===== config.mk =====
export PLATFORM = sky130hd
export DESIGN_NAME = fir_coeff_slave_flat
export DESIGN_NICKNAME = d
export VERILOG_FILES = /design/src/rtl/fir_coeff_slave_pkg.sv /design/src/rtl/fir_coeff_slave_if.sv /design/src/rtl/fir_coeff_lane_bank.sv /design/src/rtl/fir_coeff_slave.sv /design/src/flat_wrapper.sv
export SDC_FILE = /design/constraint.sdc
export NUM_CORES = 1
export LEC_CHECK = 0
export ABC_AREA = 1
export BUFFER_PORTS_ARGS = -buffer_cell sky130_fd_sc_hd__buf_2
export CORE_ASPECT_RATIO = 0.6
export CORE_MARGIN = 2
export CORE_UTILIZATION = 45
export CTS_CLUSTER_SIZE = 24
export DETAILED_ROUTE_END_ITERATION = 8
export GPL_ROUTABILITY_DRIVEN = 0
export PLACE_DENSITY = 0.7
export SETUP_SLACK_MARGIN = 0.05
export SLEW_MARGIN = 0
export SYNTH_ARGS = -nofsm -noshare
export SYNTH_HDL_FRONTEND = slang
export SYNTH_HIERARCHICAL = 1
export SYNTH_SLANG_ARGS = --single-unit
export TNS_END_PERCENT = 1

===== constraint.sdc =====
create_clock -name clk -period 1.9 [get_ports clk]
set_input_delay 0.285 -clock clk [delete_from_list [all_inputs] [get_ports clk]]
set_output_delay 0.285 -clock clk [all_outputs]
set_load 0.1 [all_outputs]

===== src/rtl/fir_coeff_slave_pkg.sv =====
`default_nettype none
// ============================================================================
// Module   : fir_coeff_pkg
// Purpose  : Shared sizes, error-bit indices and FSM encoding for the FIR
//            coefficient reload responder.
// Revision : 1.0 - initial release
// ============================================================================
package fir_coeff_pkg;

    localparam int NUM_LANES = 4;
    localparam int ADR_W     = 2;
    localparam int DATA_W    = 16;
    localparam int DEPTH     = 1 << ADR_W;

    // Sticky error flag positions in out_err
    localparam int ERR_WR_DURING_RD = 0;
    localparam int ERR_RD_DURING_RD = 1;
    localparam int ERR_ARESET_ABORT = 2;
    localparam int ERR_ADR_X        = 3;

    // FSM encoding
    localparam logic [0:0] ST_IDLE = 1'b0;
    localparam logic [0:0] ST_READ = 1'b1;

endpackage : fir_coeff_pkg
`default_nettype wire


===== src/rtl/fir_coeff_slave_if.sv =====
`default_nettype none
// ============================================================================
// Module   : fir_coeff_if
// Purpose  : Coefficient reload bus between fir_coeff_master (initiator) and
//            fir_coeff_slave (responder).
// Revision : 1.0 - initial release
// ============================================================================
interface fir_coeff_if;
    import fir_coeff_pkg::*;

    logic                        coeff_in_areset;
    logic [NUM_LANES-1:0]        coeff_in_we;
    logic [ADR_W-1:0]            coeff_in_adr;
    logic [NUM_LANES*DATA_W-1:0] coeff_in_data;
    logic                        coeff_in_read;
    logic [NUM_LANES-1:0]        coeff_out_valid;
    logic [NUM_LANES*DATA_W-1:0] coeff_out_data;

    modport master (
        output coeff_in_areset, coeff_in_we, coeff_in_adr, coeff_in_data, coeff_in_read,
        input  coeff_out_valid, coeff_out_data
    );

    modport slave (
        input  coeff_in_areset, coeff_in_we, coeff_in_adr, coeff_in_data, coeff_in_read,
        output coeff_out_valid, coeff_out_data
    );

endinterface : fir_coeff_if
`default_nettype wire


===== src/rtl/fir_coeff_lane_bank.sv =====
`default_nettype none
// ============================================================================
// Module   : fir_coeff_lane_bank
// Purpose  : One lane's shadow/active coefficient storage. Writes land in the
//            shadow bank; commit copies the whole shadow bank into the active
//            bank in one edge; clear zeroes both.
// Revision : 1.0 - initial release
// ============================================================================
module fir_coeff_lane_bank
    import fir_coeff_pkg::*;
(
    input  wire logic                    clk,
    input  wire logic                    reset_n,
    input  wire logic                    i_clr,
    input  wire logic                    i_we,
    input  wire logic [ADR_W-1:0]        i_wr_adr,
    input  wire logic [DATA_W-1:0]       i_wr_data,
    input  wire logic                    i_commit,
    input  wire logic [ADR_W-1:0]        i_rd_adr,
    output logic      [DATA_W-1:0]       o_rd_data,
    output logic      [DEPTH*DATA_W-1:0] o_active
);

    logic [DATA_W-1:0] shadow_q [DEPTH];
    logic [DATA_W-1:0] shadow_d [DEPTH];
    logic [DATA_W-1:0] active_q [DEPTH];
    logic [DATA_W-1:0] active_d [DEPTH];

    // Next-state of both banks: clear wins, otherwise write into shadow and/or commit
    always_comb begin
        shadow_d = shadow_q;
        active_d = active_q;
        if (i_clr) begin
            for (int a = 0; a < DEPTH; a++) begin
                shadow_d[a] = '0;
                active_d[a] = '0;
            end
        end else begin
            if (i_we) begin
                shadow_d[i_wr_adr] = i_wr_data;
            end
            if (i_commit) begin
                active_d = shadow_q;
            end
        end
    end

    // Bank storage with synchronous active-low reset
    always_ff @(posedge clk) begin
        if (!reset_n) begin
            for (int a = 0; a < DEPTH; a++) begin
                shadow_q[a] <= '0;
                active_q[a] <= '0;
            end
        end else begin
            shadow_q <= shadow_d;
            active_q <= active_d;
        end
    end

    // Read from the next-state active bank so a read launched on a commit
    // edge returns the freshly committed coefficients.
    always_comb begin
        o_rd_data = active_d[i_rd_adr];
        for (int a = 0; a < DEPTH; a++) begin
            o_active[a*DATA_W +: DATA_W] = active_q[a];
        end
    end

endmodule : fir_coeff_lane_bank
`default_nettype wire


===== src/rtl/fir_coeff_slave.sv =====
`default_nettype none
// ============================================================================
// Module   : fir_coeff_slave
// Purpose  : Responder for FIR coefficient reload. Accepts per-lane writes
//            into a shadow bank, commits atomically at end of burst, streams
//            the active bank on read and flags protocol misuse.
// Revision : 1.0 - initial release
// ============================================================================
module fir_coeff_slave
    import fir_coeff_pkg::*;
(
    input  wire logic                              clk,
    input  wire logic                              reset_n,
    fir_coeff_if.slave                             coeff,
    output logic [NUM_LANES*DEPTH*DATA_W-1:0]      coeff_active,
    output logic                                   coeff_update,
    output logic [7:0]                             out_err
);

    logic [0:0]                  state_q,   state_d;
    logic [ADR_W-1:0]            cnt_q,     cnt_d;
    logic                        pending_q, pending_d;
    logic [NUM_LANES-1:0]        valid_q,   valid_d;
    logic [NUM_LANES*DATA_W-1:0] data_q,    data_d;
    logic                        update_q,  update_d;
    logic [7:0]                  err_q,     err_d;

    logic                        w_clr;
    logic                        w_commit;
    logic [NUM_LANES-1:0]        w_we;
    logic [ADR_W-1:0]            w_rd_adr;
    logic [NUM_LANES*DATA_W-1:0] w_rd_data;

    // Control FSM: areset overrides everything; writes/commit only in IDLE;
    // READ streams one address per cycle until the counter wraps.
    always_comb begin
        state_d   = state_q;
        cnt_d     = cnt_q;
        pending_d = pending_q;
        valid_d   = '0;
        update_d  = 1'b0;
        err_d     = err_q;
        w_clr     = 1'b0;
        w_commit  = 1'b0;
        w_we      = '0;
        w_rd_adr  = cnt_q;

        if (coeff.coeff_in_areset) begin
            w_clr     = 1'b1;
            pending_d = 1'b0;
            update_d  = 1'b1;
            state_d   = ST_IDLE;
            cnt_d     = '0;
            if (state_q == ST_READ) begin
                err_d[ERR_ARESET_ABORT] = 1'b1;
            end
        end else if (state_q == ST_IDLE) begin
            w_we = coeff.coeff_in_we;
            if (|coeff.coeff_in_we) begin
                pending_d = 1'b1;
`ifndef SYNTHESIS
                if ($isunknown(coeff.coeff_in_adr)) begin
                    err_d[ERR_ADR_X] = 1'b1;
                end
`endif
            end else if (pending_q) begin
                w_commit  = 1'b1;
                pending_d = 1'b0;
                update_d  = 1'b1;
            end
            if (coeff.coeff_in_read) begin
                state_d  = ST_READ;
                cnt_d    = ADR_W'(1);
                valid_d  = '1;
                w_rd_adr = '0;
            end
        end else begin
            if (|coeff.coeff_in_we) begin
                err_d[ERR_WR_DURING_RD] = 1'b1;
            end
            if (coeff.coeff_in_read) begin
                err_d[ERR_RD_DURING_RD] = 1'b1;
            end
            // Counter at zero means the last beat is on the bus: leave READ
            if (cnt_q == '0) begin
                state_d = ST_IDLE;
            end else begin
                valid_d = '1;
                cnt_d   = cnt_q + ADR_W'(1);
            end
        end
    end

    // Read beat data: zero whenever no beat is launched
    always_comb begin
        data_d = (|valid_d) ? w_rd_data : '0;
    end

    // Control and output registers
    always_ff @(posedge clk) begin
        if (!reset_n) begin
            state_q   <= ST_IDLE;
            cnt_q     <= '0;
            pending_q <= 1'b0;
            valid_q   <= '0;
            data_q    <= '0;
            update_q  <= 1'b0;
            err_q     <= '0;
        end else begin
            state_q   <= state_d;
            cnt_q     <= cnt_d;
            pending_q <= pending_d;
            valid_q   <= valid_d;
            data_q    <= data_d;
            update_q  <= update_d;
            err_q     <= err_d;
        end
    end

    for (genvar k = 0; k < NUM_LANES; k++) begin : g_lane
        fir_coeff_lane_bank u_bank (
            .clk       (clk),
            .reset_n   (reset_n),
            .i_clr     (w_clr),
            .i_we      (w_we[k]),
            .i_wr_adr  (coeff.coeff_in_adr),
            .i_wr_data (coeff.coeff_in_data[k*DATA_W +: DATA_W]),
            .i_commit  (w_commit),
            .i_rd_adr  (w_rd_adr),
            .o_rd_data (w_rd_data[k*DATA_W +: DATA_W]),
            .o_active  (coeff_active[k*DEPTH*DATA_W +: DEPTH*DATA_W])
        );
    end

    assign coeff.coeff_out_valid = valid_q;
    assign coeff.coeff_out_data  = data_q;
    assign coeff_update          = update_q;
    assign out_err               = err_q;

endmodule : fir_coeff_slave
`default_nettype wire


===== src/flat_wrapper.sv =====
// flat-port wrapper written by rule: the top's interface ports become plain ports
module fir_coeff_slave_flat import fir_coeff_pkg::*;
  (clk, reset_n, coeff_active, coeff_update, out_err, coeff_coeff_in_areset, coeff_coeff_in_we, coeff_coeff_in_adr, coeff_coeff_in_data, coeff_coeff_in_read, coeff_coeff_out_valid, coeff_coeff_out_data);
  fir_coeff_if coeff_i ();
  input  wire logic clk;
  input  wire logic reset_n;
  output logic [NUM_LANES*DEPTH*DATA_W-1:0] coeff_active;
  output logic coeff_update;
  output logic [7:0] out_err;
  input wire logic [$bits(coeff_i.coeff_in_areset)-1:0] coeff_coeff_in_areset;
  input wire logic [$bits(coeff_i.coeff_in_we)-1:0] coeff_coeff_in_we;
  input wire logic [$bits(coeff_i.coeff_in_adr)-1:0] coeff_coeff_in_adr;
  input wire logic [$bits(coeff_i.coeff_in_data)-1:0] coeff_coeff_in_data;
  input wire logic [$bits(coeff_i.coeff_in_read)-1:0] coeff_coeff_in_read;
  output wire logic [$bits(coeff_i.coeff_out_valid)-1:0] coeff_coeff_out_valid;
  output wire logic [$bits(coeff_i.coeff_out_data)-1:0] coeff_coeff_out_data;
  assign coeff_i.coeff_in_areset = coeff_coeff_in_areset;
  assign coeff_i.coeff_in_we = coeff_coeff_in_we;
  assign coeff_i.coeff_in_adr = coeff_coeff_in_adr;
  assign coeff_i.coeff_in_data = coeff_coeff_in_data;
  assign coeff_i.coeff_in_read = coeff_coeff_in_read;
  assign coeff_coeff_out_valid = coeff_i.coeff_out_valid;
  assign coeff_coeff_out_data = coeff_i.coeff_out_data;
  fir_coeff_slave u_core (.clk(clk), .reset_n(reset_n), .coeff(coeff_i), .coeff_active(coeff_active), .coeff_update(coeff_update), .out_err(out_err));
endmodule

==> impl_metrics.py <==
metrics = {
    "global_route": {
        "antenna_found_initial": 4,
        "grt_pass1_wl_um": 135200,
        "grt_overflow": 0,
        "track_usage_pct": 29.76,
        "grt_max_degree": 65,
        "first_global_vias": 23500,
    },
    "setup_path": {
        "crit_type": "reg2reg",
        "cp_max_fo": 22,
        "arrival_ps": 2530,
        "start_kind": "register",
        "required_ps": 2430,
        "end_kind": "register",
    },
    "synthesis": {
        "synthTopCellsByArea": "dfxtp_1 47%, nand2_1 17%, nand3_1 6.7%, inv_1 6.4%, nor2_1 6.3%",
        "post_synth_instance_area_mm2": 0.02498,
        "yosysSeqAreaShare_pct": 46.88,
        "avgSynthCellArea_um2": 6.854,
        "synth_top_area_cell": "dfxtp_1",
        "synth_seq_cells": 585,
        "ys_types": 22,
        "yosys_warnings": 6,
        "synthCells": 3645,
        "synth_top_area_share_pct": 46.88,
    },
    "run": {
        "drv_cap": 0,
    },
    "floorplanning": {
        "die_w_um": 308.2,
        "start_util_pct": 45.84,
        "dieArea_mm2": 0.05748,
        "die_h_um": 186.5,
        "core_area_mm2": 0.05450,
        "ioPinCount": 407,
        "fp-row-count": 66,
    },
    "routing": {
        "drc_errors": 0,
        "dr_total_vias": 25940,
        "ant_nets": 0,
        "drtPass1Iterations": 9,
        "via_per_inst": 5.143,
        "totalWireLength_um": 89850,
        "drt-wirelength-per-cell_um": 17.81,
        "first_iter_violations": 3191,
    },
    "timing": {
        "timing.hold.ws_ps": 11.46,
        "drv_slew": 0,
        "rsz0062_at_grt": "yes",
        "skew_ps": 13.57,
        "setup_viol": 55,
        "hold_viol_final": 0,
        "max_freq_mhz": 501.3,
        "tns_ps": -2578,
        "worst_pin_slew_ps": 812.2,
        "relSlewSlack_pct": 45.86,
        "fin_crit_ps": 1995,
        "setup_ws_ps": -94.90,
        "fin_crit_sh_pct": 105.0,
    },
    "cts": {
        "clk_latency_ps": 590,
        "cts_max_level": 2,
        "cts_sinks": 585,
        "cts_tree": "yes",
        "clk_pin_slew_ps": 70,
        "cts_buffer_depth": 3,
        "clockRootBuffer": "clkbuf_16",
        "numCtsBuffers": 54,
    },
    "final_layout": {
        "layout_common_cells": "1054 x nand2_1, 584 x dfxtp_1, 409 x nor2_1, 394 x buf_2, 391 x inv_1",
        "nets": 4362,
        "antenna_cells": 0,
        "final_layout_size_suffix_gt1_share_pct": 26.00,
        "area_growth_pct": 33.28,
        "final_cells": 5044,
        "final_area_mm2": 0.03330,
        "final_common_cell": "nand2_1",
    },
    "place": {
        "dp_hpwl_um": 60990,
        "placed_area_mm2": 0.02980,
        "port_buffers": 401,
        "dp.cells": 4876,
    },
    "run_status": {
        "status": "finished with violations",
        "violations": "negative setup slack",
    },
    "power": {
        "power_leakage_nw": 15.74,
        "finalPower_w": 0.02587,
        "p_per_area_mw_per_mm2": 777.0,
        "peakVddDrop_mv": 0.7534,
    },
    "min_path": {
        "min_path_type": "in2reg",
    },
}
## worst max-delay path, stage by stage, from the launching register on
cell and delay (ps):
dfxtp_2 320, inv_2 40, nor2_2 110, nand3_2 140, nor2_4 230, buf_12 200
buf_12 180, nand2_1 80, nand2_1 90, nand3_1 80, nand2_1 130, nand2_2 90
nand2_1 80, inv_1 70, nor2_4 90
## worst paths after layout
kind	endpoint	from	slack (ps)	cells past startpoint
max	u_core/coeff.coeff_out_data[2]	u_core/pending_q	-90	14
min	u_core/g_lane[3].u_bank/shadow_q[1]	coeff_coeff_in_data[49]	10	3
max reg2reg	u_core/coeff.coeff_out_data[2]	u_core/pending_q	-90	14
min reg2reg	u_core/g_lane[2].u_bank/shadow_q[17]	u_core/g_lane[2].u_bank/shadow_q[17]	440	2
## through the flow
step                      utilization [%]  worst slack (ps)
after CTS                           59.72            -87.03
final                               61.09            -94.90
after global routing                61.09            -183.7
after floorplan                         -             115.3
after global placement              54.67            -302.0
after detailed placement            54.67            -312.6
## where the power goes
| part | leakage (nW) | internal (W) | switching [W] | total (W) |
|---|---|---|---|---|
| Clock | 0.940 | 0.00672 | 0.00489 | 0.0116 |
| Combinational | 10.1 | 0.000532 | 0.00132 | 0.00186 |
| Sequential | 4.72 | 0.0124 | 0.0000451 | 0.0124 |
| Total | 15.7 | 0.0196 | 0.00626 | 0.0259 |
## layer usage
metal | part of all wire [%] | vias to the layer above | global-route usage (%)
li1 | - | 12480 | -
met1 | 45 | 11860 | 44.28
met2 | 42 | 1391 | 42.85
met3 | 11 | 199 | 6.246
met4 | 3.1 | 6 | 8.987
met5 | 0.045 | - | 0
## flip-flops by register name, indices dropped and copies added (netlist names)
register                       flops
u_core/g_lane.u_bank/o_active    256
u_core/g_lane.u_bank/shadow_q    256
u_core/coeff.coeff_out_data       64
u_core/out_err                     3
u_core/cnt_q                       2
u_core/coeff.coeff_out_valid       1
u_core/coeff_update                1
u_core/pending_q                   1
u_core/state_q                     1
## area by class of cell
class,count,area (um^2)
clock inverters,17,214.0
repair buffers,823,6215
well taps,714,893.4
flip-flops and latches,585,11710
inverters,438,1688
clock buffers,82,1670
fillers,4933,21210
multi-input cells,2385,10900
## what timing repair did
item | 4_1_cts | 5_1_grt
resized for setup | 104 | 152
setup endpoints to repair | 98 | 228
endpoints found under the hold margin | 69 | 0
pin swaps | 10 | 25
hold buffers | 43 | 0
setup buffers | 7 | 8
gates cloned | 4 | 7
## cells by family (layout without fill, tap and decap cells)
kind of cell               count (synthesis)  after routing  synth area share [%]
other                                      1              5               0.01501
buffers and inverters                    679           1360                 11.98
AOI/OAI and AO/OA                        440            440                 8.855
DFF                                      585            585                 46.88
and+or+nand+nor                         1939           1939                 32.22
adders and majority gates                  1              1               0.05008
## synth_stat cells, drive strengths merged
| master | n |
|---|---|
| a21oi | 199 |
| clkbuf | 44 |
| inv | 438 |
| ha | 1 |
| o21ai | 237 |
| nand3 | 334 |
| dfxtp | 585 |
| buf | 197 |
| nor2 | 466 |
| nand2 | 1139 |
| a211oi | 4 |
| conb | 1 |
No activity file was read; power rests on OpenSTA's default activity.
